<file path="src/rtl/asrv32_dmem_bus_if_pkg.sv">
// Shared types and constants for the data-memory bus interface and the
// bus watchdog that the instruction-fetch interface will also reuse.
package asrv32_dmem_bus_if_pkg;

  // Transfer FSM encoding: IDLE=0, ISSUE=1, WAIT_ACK=2, DONE=3.
  typedef enum logic [1:0] {
    ST_IDLE     = 2'd0,
    ST_ISSUE    = 2'd1,
    ST_WAIT_ACK = 2'd2,
    ST_DONE     = 2'd3
  } dmem_state_e;

  // Default watchdog limit in cycles; 0 disables the watchdog.
  localparam int unsigned DMEM_TIMEOUT = 255;

  // Loads always fetch the full word; the core picks bytes afterwards.
  localparam logic [3:0] SEL_WORD = 4'b1111;

  // The bus only carries word addresses; byte lanes travel on the select.
  function automatic logic [31:0] word_align(input logic [31:0] addr);
    return {addr[31:2], 2'b00};
  endfunction

  // Counter width able to hold 0..timeout, never narrower than one bit.
  function automatic int unsigned wdog_width(input int unsigned timeout);
    int unsigned w;
    w = $clog2(timeout + 1);
    return (w < 1) ? 1 : w;
  endfunction

endpackage

</file>
<file path="src/rtl/asrv32_bus_watchdog.sv">
// Cycle counter that flags a bus transfer which has been outstanding for
// i_limit cycles. Clear restarts the count, run advances it; a zero limit
// never expires. The expire flag is registered.
module asrv32_bus_watchdog #(
  parameter int unsigned CNT_W = 8
) (
  input  logic             i_clk,
  input  logic             i_rst_n,
  input  logic             i_clear,
  input  logic             i_run,
  input  logic [CNT_W-1:0] i_limit,
  output logic             o_expire
);

  logic [CNT_W-1:0] cnt_q, cnt_d;
  logic             expire_q, expire_d;

  // Next count: clear wins, otherwise count up while running and hold at
  // the limit so a stuck transfer keeps reporting expiry.
  always_comb begin
    cnt_d    = cnt_q;
    expire_d = 1'b0;
    if (i_clear) begin
      cnt_d = '0;
    end else if (i_run) begin
      if (cnt_q != i_limit) begin
        cnt_d = cnt_q + CNT_W'(1);
      end
      expire_d = (i_limit != '0) && (cnt_d == i_limit);
    end
  end

  // Counter and expire flag registers.
  always_ff @(posedge i_clk or negedge i_rst_n) begin
    if (!i_rst_n) begin
      cnt_q    <= '0;
      expire_q <= 1'b0;
    end else begin
      cnt_q    <= cnt_d;
      expire_q <= expire_d;
    end
  end

  assign o_expire = expire_q;

endmodule

</file>
<file path="src/rtl/asrv32_dmem_bus_if.sv">
// Data-memory bus interface: turns one memory-stage request into a single
// pipelined Wishbone B4 transfer, stalls the core while it is in flight and
// returns the raw read word plus an error/timeout indication.
module asrv32_dmem_bus_if
  import asrv32_dmem_bus_if_pkg::*;
#(
  parameter int unsigned TIMEOUT_CYCLES = DMEM_TIMEOUT
) (
  input  logic        i_clk,
  input  logic        i_rst_n,
  input  logic        i_req_valid,
  input  logic        i_req_we,
  input  logic [31:0] i_req_addr,
  input  logic [31:0] i_req_wdata,
  input  logic [3:0]  i_req_wmask,
  output logic        o_stall,
  output logic        o_done,
  output logic [31:0] o_rdata,
  output logic        o_bus_err,
  output logic        o_wb_cyc,
  output logic        o_wb_stb,
  output logic        o_wb_we,
  output logic [31:0] o_wb_adr,
  output logic [31:0] o_wb_dat,
  output logic [3:0]  o_wb_sel,
  input  logic        i_wb_ack,
  input  logic        i_wb_err,
  input  logic        i_wb_stall,
  input  logic [31:0] i_wb_dat
);

  localparam int unsigned      CNT_W = wdog_width(TIMEOUT_CYCLES);
  localparam logic [CNT_W-1:0] LIMIT = CNT_W'(TIMEOUT_CYCLES);

  dmem_state_e state_q, state_d;

  logic        we_q, we_d;
  logic [31:0] adr_q, adr_d;
  logic [31:0] dat_q, dat_d;
  logic [3:0]  sel_q, sel_d;
  logic        cyc_q, cyc_d;
  logic        stb_q, stb_d;
  logic        done_q, done_d;
  logic        err_q, err_d;
  logic [31:0] rdata_q, rdata_d;

  logic        wd_clear;
  logic        wd_run;
  logic        wd_expire;

  // The watchdog restarts on the IDLE->ISSUE transition and only counts
  // while the transfer is outstanding on the bus.
  assign wd_clear = (state_q == ST_IDLE) && i_req_valid;
  assign wd_run   = (state_q == ST_ISSUE) || (state_q == ST_WAIT_ACK);

  asrv32_bus_watchdog #(
    .CNT_W (CNT_W)
  ) u_watchdog (
    .i_clk    (i_clk),
    .i_rst_n  (i_rst_n),
    .i_clear  (wd_clear),
    .i_run    (wd_run),
    .i_limit  (LIMIT),
    .o_expire (wd_expire)
  );

  // Next-state and registered-output decode. The bus strobes and the done
  // pulse are derived from the next state so they line up with it.
  always_comb begin
    state_d = state_q;
    we_d    = we_q;
    adr_d   = adr_q;
    dat_d   = dat_q;
    sel_d   = sel_q;
    err_d   = 1'b0;
    rdata_d = rdata_q;

    case (state_q)
      ST_IDLE: begin
        if (i_req_valid) begin
          state_d = ST_ISSUE;
          we_d    = i_req_we;
          adr_d   = word_align(i_req_addr);
          dat_d   = i_req_wdata;
          sel_d   = i_req_we ? i_req_wmask : SEL_WORD;
        end
      end

      ST_ISSUE: begin
        if (wd_expire) begin
          state_d = ST_DONE;
          err_d   = 1'b1;
        end else if (!i_wb_stall) begin
          // Strobe accepted; a same-cycle response completes at once.
          // Error takes priority over ack and suppresses the read data.
          if (i_wb_err) begin
            state_d = ST_DONE;
            err_d   = 1'b1;
          end else if (i_wb_ack) begin
            state_d = ST_DONE;
            if (!we_q) begin
              rdata_d = i_wb_dat;
            end
          end else begin
            state_d = ST_WAIT_ACK;
          end
        end
      end

      ST_WAIT_ACK: begin
        if (wd_expire) begin
          state_d = ST_DONE;
          err_d   = 1'b1;
        end else if (i_wb_err) begin
          state_d = ST_DONE;
          err_d   = 1'b1;
        end else if (i_wb_ack) begin
          state_d = ST_DONE;
          if (!we_q) begin
            rdata_d = i_wb_dat;
          end
        end
      end

      ST_DONE: begin
        state_d = ST_IDLE;
      end

      default: begin
        state_d = ST_IDLE;
      end
    endcase

    cyc_d  = (state_d == ST_ISSUE) || (state_d == ST_WAIT_ACK);
    stb_d  = (state_d == ST_ISSUE);
    done_d = (state_d == ST_DONE);
  end

  // State, latched request fields and all registered outputs.
  always_ff @(posedge i_clk or negedge i_rst_n) begin
    if (!i_rst_n) begin
      state_q <= ST_IDLE;
      we_q    <= 1'b0;
      adr_q   <= '0;
      dat_q   <= '0;
      sel_q   <= '0;
      cyc_q   <= 1'b0;
      stb_q   <= 1'b0;
      done_q  <= 1'b0;
      err_q   <= 1'b0;
      rdata_q <= '0;
    end else begin
      state_q <= state_d;
      we_q    <= we_d;
      adr_q   <= adr_d;
      dat_q   <= dat_d;
      sel_q   <= sel_d;
      cyc_q   <= cyc_d;
      stb_q   <= stb_d;
      done_q  <= done_d;
      err_q   <= err_d;
      rdata_q <= rdata_d;
    end
  end

  // Stall is the one combinational output so the core freezes in the very
  // cycle it presents a request.
  assign o_stall   = ((state_q == ST_IDLE) && i_req_valid) ||
                     (state_q == ST_ISSUE) || (state_q == ST_WAIT_ACK);
  assign o_done    = done_q;
  assign o_bus_err = err_q;
  assign o_rdata   = rdata_q;
  assign o_wb_cyc  = cyc_q;
  assign o_wb_stb  = stb_q;
  assign o_wb_we   = we_q;
  assign o_wb_adr  = adr_q;
  assign o_wb_dat  = dat_q;
  assign o_wb_sel  = sel_q;

endmodule

</file>
<file path="config.mk">
export PLATFORM = sky130hd
export DESIGN_NAME = asrv32_dmem_bus_if
export DESIGN_NICKNAME = d
export VERILOG_FILES = /design/src/rtl/asrv32_dmem_bus_if_pkg.sv /design/src/rtl/asrv32_bus_watchdog.sv /design/src/rtl/asrv32_dmem_bus_if.sv
export SDC_FILE = /design/constraint.sdc
export NUM_CORES = 1
export LEC_CHECK = 0
export ABC_CLOCK_PERIOD_IN_PS = 3380
export BUFFER_PORTS_ARGS = -buffer_cell sky130_fd_sc_hd__buf_4
export CAP_MARGIN = 20
export CORE_MARGIN = 2
export CORE_UTILIZATION = 49
export DETAILED_ROUTE_END_ITERATION = 12
export PLACE_DENSITY = 0.82
export SYNTH_ARGS = -nofsm -noshare
export SYNTH_HDL_FRONTEND = slang
export SYNTH_HIERARCHICAL = 1
export SYNTH_SLANG_ARGS = --single-unit
</file>
<file path="constraint.sdc">
create_clock -name i_clk -period 3.38 [get_ports i_clk]
set_input_delay 0.507 -clock i_clk [delete_from_list [all_inputs] [get_ports i_clk]]
set_output_delay 0.507 -clock i_clk [all_outputs]
set_load 0.01 [all_outputs]
</file>
Word level (Yosys, flattened, before mapping)
Cells that the tools add are included.
{"block": "totals", "word_cells": 63, "in_bits": 107, "register_bits": 114, "out_inout_bits": 106}
{"block": "op_classes", "reduce_logical": 10, "n_addsub": 1, "n_eq_ne": 11, "mux": 29}
{"cell": "two-way mux 32 bit", "count": 6}
{"cell": "case mux 32 bit (2 select lines)", "count": 1}
{"cell": "two-way mux 8 bit", "count": 5}
{"cell": "two-way mux 2 bit", "count": 6}
{"cell": "adder 8 x 1 -> 8 bit, second input constant", "count": 1}
{"cell": "equality test 2 bit, second input constant", "count": 4}
{"cell": "equality test 8 bit, second input constant", "count": 1}
{"cell": "two-way mux 1 bit", "count": 8}
{"cell": "inequality test 8 bit, second input constant", "count": 1}
{"cell": "case mux 2 bit (4 select lines)", "count": 1}
{"cell": "inequality test 2 bit, second input constant", "count": 3}
{"cell": "equality test 2 x 1 -> 1 bit, second input constant", "count": 2}
{"cell": "logical OR 1 bit", "count": 4}
{"cell": "two-way mux 4 bit", "count": 1}
{"cell": "AND reduction 4 bit", "count": 1}
{"cell": "nonzero test 2 bit", "count": 2}
{"cell": "logical NOT 2 bit", "count": 1}
{"cell": "case mux 1 bit (2 select lines)", "count": 1}
{"cell": "AND reduction 2 bit", "count": 1}
{"cell": "logical AND 1 bit", "count": 1}

Longest topological paths before layout
{"block": "logic_depth", "word_depth": 7, "ltp_mapped": 9}

Hierarchy
Netlist, hierarchy kept.
{"mod": "asrv32_dmem_bus_if", "n_inst": 1, "cells_each": 257, "area_per_inst_um2": 4182.8}
{"mod": "asrv32_bus_watchdog", "n_inst": 1, "cells_each": 81, "area_per_inst_um2": 740.7}

Least setup slack after synthesis
OpenSTA, ideal clock, no wires.
{"block": "synth_timing", "path_type": "input -> register", "startpoint": "in i_wb_err", "endpoint": "reg rdata_q[10], in the netlist o_rdata[10]", "t_required_ns": 3.255, "setup_ns": 0.125, "n_path_buf": 1, "path_slack_ns": 1.472, "stages": 4, "arrival_ns": 1.783, "cell_sequence": "or4b_1 -> a211o_4 -> buf_8 -> mux2_4"}
{"block": "synth_via", "elab_chain_len": 4, "word_cells_on_any_way": 5, "classes_between": "mux: 5"}
{"item": "start: declaration", "line": "asrv32_dmem_bus_if.sv:27", "rtl": "input logic i_wb_err,"}
{"item": "two-way mux 32 bit *"}
{"item": "two-way mux 32 bit (2 in series)"}
{"item": "case mux 32 bit (2 select lines) *"}
{"item": "end signal: assignment", "line": "asrv32_dmem_bus_if.sv:162", "rtl": "rdata_q <= rdata_d;"}
{"item": "end: declaration", "line": "asrv32_dmem_bus_if.sv:45", "rtl": "logic [31:0] rdata_q, rdata_d;"}
Every way passes the cells marked *; elsewhere a longest branch is shown, timed or not. The select of a mux whose other input is x is not followed.
A chain may end at the register's enable or synchronous reset.

Final worst setup path
{"block": "layout_timing", "startpoint": "reg state_q[0]", "endpoint": "out o_stall"}
{"block": "layout_via", "elab_chain_len": 4, "word_cells_on_any_way": 6, "classes_between": "eq/ne: 2; reduce/logical: 4"}
{"item": "start: declaration", "line": "asrv32_dmem_bus_if.sv:35", "rtl": "dmem_state_e state_q, state_d;"}
{"item": "start signal: assignment", "line": "asrv32_dmem_bus_if.sv:153", "rtl": "state_q <= state_d;"}
{"item": "logical NOT 2 bit", "line": "asrv32_dmem_bus_if.sv:168", "rtl": "assign o_stall = ((state_q == ST_IDLE) && i_req_valid) ||"}
{"item": "logical AND 1 bit", "line": "asrv32_dmem_bus_if.sv:168"}
{"item": "logical OR 1 bit", "line": "asrv32_dmem_bus_if.sv:168"}
{"item": "logical OR 1 bit *", "line": "asrv32_dmem_bus_if.sv:169", "rtl": "(state_q == ST_ISSUE) || (state_q == ST_WAIT_ACK);"}
{"item": "end: declaration", "line": "asrv32_dmem_bus_if.sv:16", "rtl": "output logic o_stall,"}
Every way passes the cells marked *; elsewhere a longest branch is shown, timed or not.

==> metrics.yaml <==
status:
  status: "finished, final reports clean"
cells_and_area:
  area_delta_synth_final_pct: 49.15
  fin_nets: 693
  design_area_um2: 7343
  antennaDiodeCount: 0
  drive_gt1_frac: 0.5821
critical_path:
  crit_path_end_kind: "output port"
  cp.depth: 5
  cpMaxStageDelayCell: "dfrtp_1"
  slowest_delay_ns: 0.39
  r2r-end: "o_wb_adr[27]"
  critical_path_class: "register to output port"
  arrival_ns: 1.80
  path_delay_family: "simple AND/OR/NAND/NOR gates"
  r2r_slack_ns: 1.21
  cp-start-kind: "register"
  worstPathMaxFanout: 5
  path_cells: "inv_1, ha_1, nor2_1, nand2_1, buf_4"
  r2r_start: "state_q[0]"
  required_ns: 2.87
  path_buf_inv: 2
  reg2reg_depth: 6
place:
  portBuffers: 208
  dp_hpwl_mm: 9.586
  placed_area_um2: 6675
  place_congestion: 0.8240
synthesis:
  ys_seq_area_frac: 0.5794
  ys_top_cells_by_count: "114 x dfrtp_1, 65 x mux2_2, 30 x mux2_4"
  synthDistinctLibCells: 46
  yosys_warnings: 6
  synth_edf_count: 0
  synth_area_um2: 4923
  async_reset_ff_frac: 1.000
  post-synth-top-count-cell: "dfrtp_1"
  synth_area_leaders: "dfrtp_1 58%, mux2_2 15%, mux2_4 9.1%"
  synthFlopType: "dfrtp_1"
  synthCells: 338
  synth.largest_area_cell: "dfrtp_1"
  yosysTopAreaCellShare: 0.5794
  synth_area_per_cell_um2: 14.57
  ys_seq_elements: 114
global_routing:
  grt_pass1_vias: 3843
  overflow: 0
  grt_max_degree: 58
  grt_pass1_wl_mm: 21.52
  grtUsageTotal: 0.2582
  antenna_found_initial: 0
drt:
  vias: 3651
  wl_per_cell_um: 18.60
  via_per_inst: 5.043
  drc: 0
  first_iter_violations: 220
  ant_nets: 0
  drt_wl_total_mm: 13.47
  dr.pass1.iters: 4
timing:
  setup_violations: 0
  maxSlewHeadroom: 0.4643
  rsz0062_at_grt: "false"
  fin_setup_tns_ns: 0
  fmax_ghz: 0.4329
  skew_ns: 0.009349
  tightestPinTransition_ns: 0.7934
  fin_crit_ns: 2.310
  slew_violations: 0
  fin_crit_sh: 0.6835
  fin_hold_ws_ns: 0.05060
  finalHoldViolCount: 0
power:
  p_comb_frac: 0.406
  power_per_cell_area_nw_per_um2: 1022
  pwr-share-seq: 0.326
  power.switching_uw: 2325
  vdd_ir_drop_max_uv: 515.2
  internal-power_uw: 5179
  swShare: 0.3098
  leakage_uw: 0.003667
  pwr-share-clk: 0.268
die:
  dieArea_um2: 10870
  die_w_um: 104.2
  die_h_um: 104.2
  rows: 36
  core_um2: 9774
  initial_core_util: 0.5037
  ios: 213
cts:
  ctsRootBufferMaster: "clkbuf_8"
  hold_buffers: 0
  cts_buffers: 17
  cts_sinks: 114
  cts-htree-levels: 4
  insertion_delay_ns: 0.50
  cts_setup_buffers: 0
  clock_path_buffers: 2
  path_clk_slew_ns: 0.06
  cts_tree: "done"
  cts_resized: 0
min_path:
  min_path_type: "input pin to async pin"
flow_run:
  cap_violations: 0
-- placed cells by master, fill, tap and decap left out, types with 11 or more instances in the layout --
master	Yosys	layout
buf_4	2	212
clkbuf_16	0	16
conb_1	2	27
dfrtp_1	114	114
inv_1	11	11
mux2_2	65	65
mux2_4	30	30
nor2_1	14	14
o21ai_0	11	11
-- kinds of logic after synthesis --
family,after synthesis,share of synthesized area
other,2,0.001525
XOR/XNOR,13,0.02465
AND/OR/NAND/NOR,43,0.05209
buffers and inverters,27,0.02948
AO/OA/AOI/OAI,36,0.05286
flip-flops,114,0.5794
multiplexers,96,0.2422
adder cells (fa/ha/maj),7,0.01779
-- power by group through the flow --
stage                     Sequential (µW)  Combinational [µW]  Clock (µW)
after global routing                 2530                3230        2110
after CTS                            2440                3070        2040
final                                2440                3050        2010
after floorplan                      2680                1320           0
after global placement               2400                2960           0
after detailed placement             2450                3030           0
-- state kept, by name, summed over array words and instances (netlist names) --
name and count:
o_rdata 32, o_wb_dat 32, o_wb_adr 30, u_watchdog/cnt_q 8, o_wb_sel 4, state_q 2, o_bus_err 1, o_done 1
o_wb_cyc 1, o_wb_stb 1, o_wb_we 1, u_watchdog/o_expire 1
-- metrics by stage --
stage / setup WS [ns] / util / power [µW] / cells
6_report: 1.070 / 0.7513 / 7503 / 724
3_3_place_gp: 1.232 / 0.6829 / 5356 / 693
5_1_grt: 0.9556 / 0.7513 / 7872 / 724
3_5_place_dp: 1.201 / 0.6829 / 5480 / 693
4_1_cts: 1.074 / 0.7513 / 7548 / 724
2_1_floorplan: 1.472 / - / 4006 / 363
-- per-layer routing --
layer,track usage,vias to the layer above,share of wire
li1,-,1651,-
met1,0.2779,1823,0.37
met2,0.4610,142,0.54
met3,0.08208,35,0.057
met4,0.1197,0,0.034
met5,0,-,0
-- worst max-delay path by stage --
stage,from,endpoint
floorplan,i_wb_err,o_rdata[10]
global route,state_q[0],o_stall
detailed placement,i_wb_err,o_rdata[17]
finish,state_q[0],o_stall
global placement,i_wb_err,o_rdata[30]
CTS,state_q[0],o_stall
-- layout make-up --
type,instances,area (µm²)
sequential,114,2853
fill,594,2431
multi-input combinational,222,2019
timing repair buffer,212,1592
clock buffer,20,435.4
clock inverter,11,232.7
tap,133,166.4
inverter,12,45.04
Note: power is estimated with default switching activity, not from simulation.
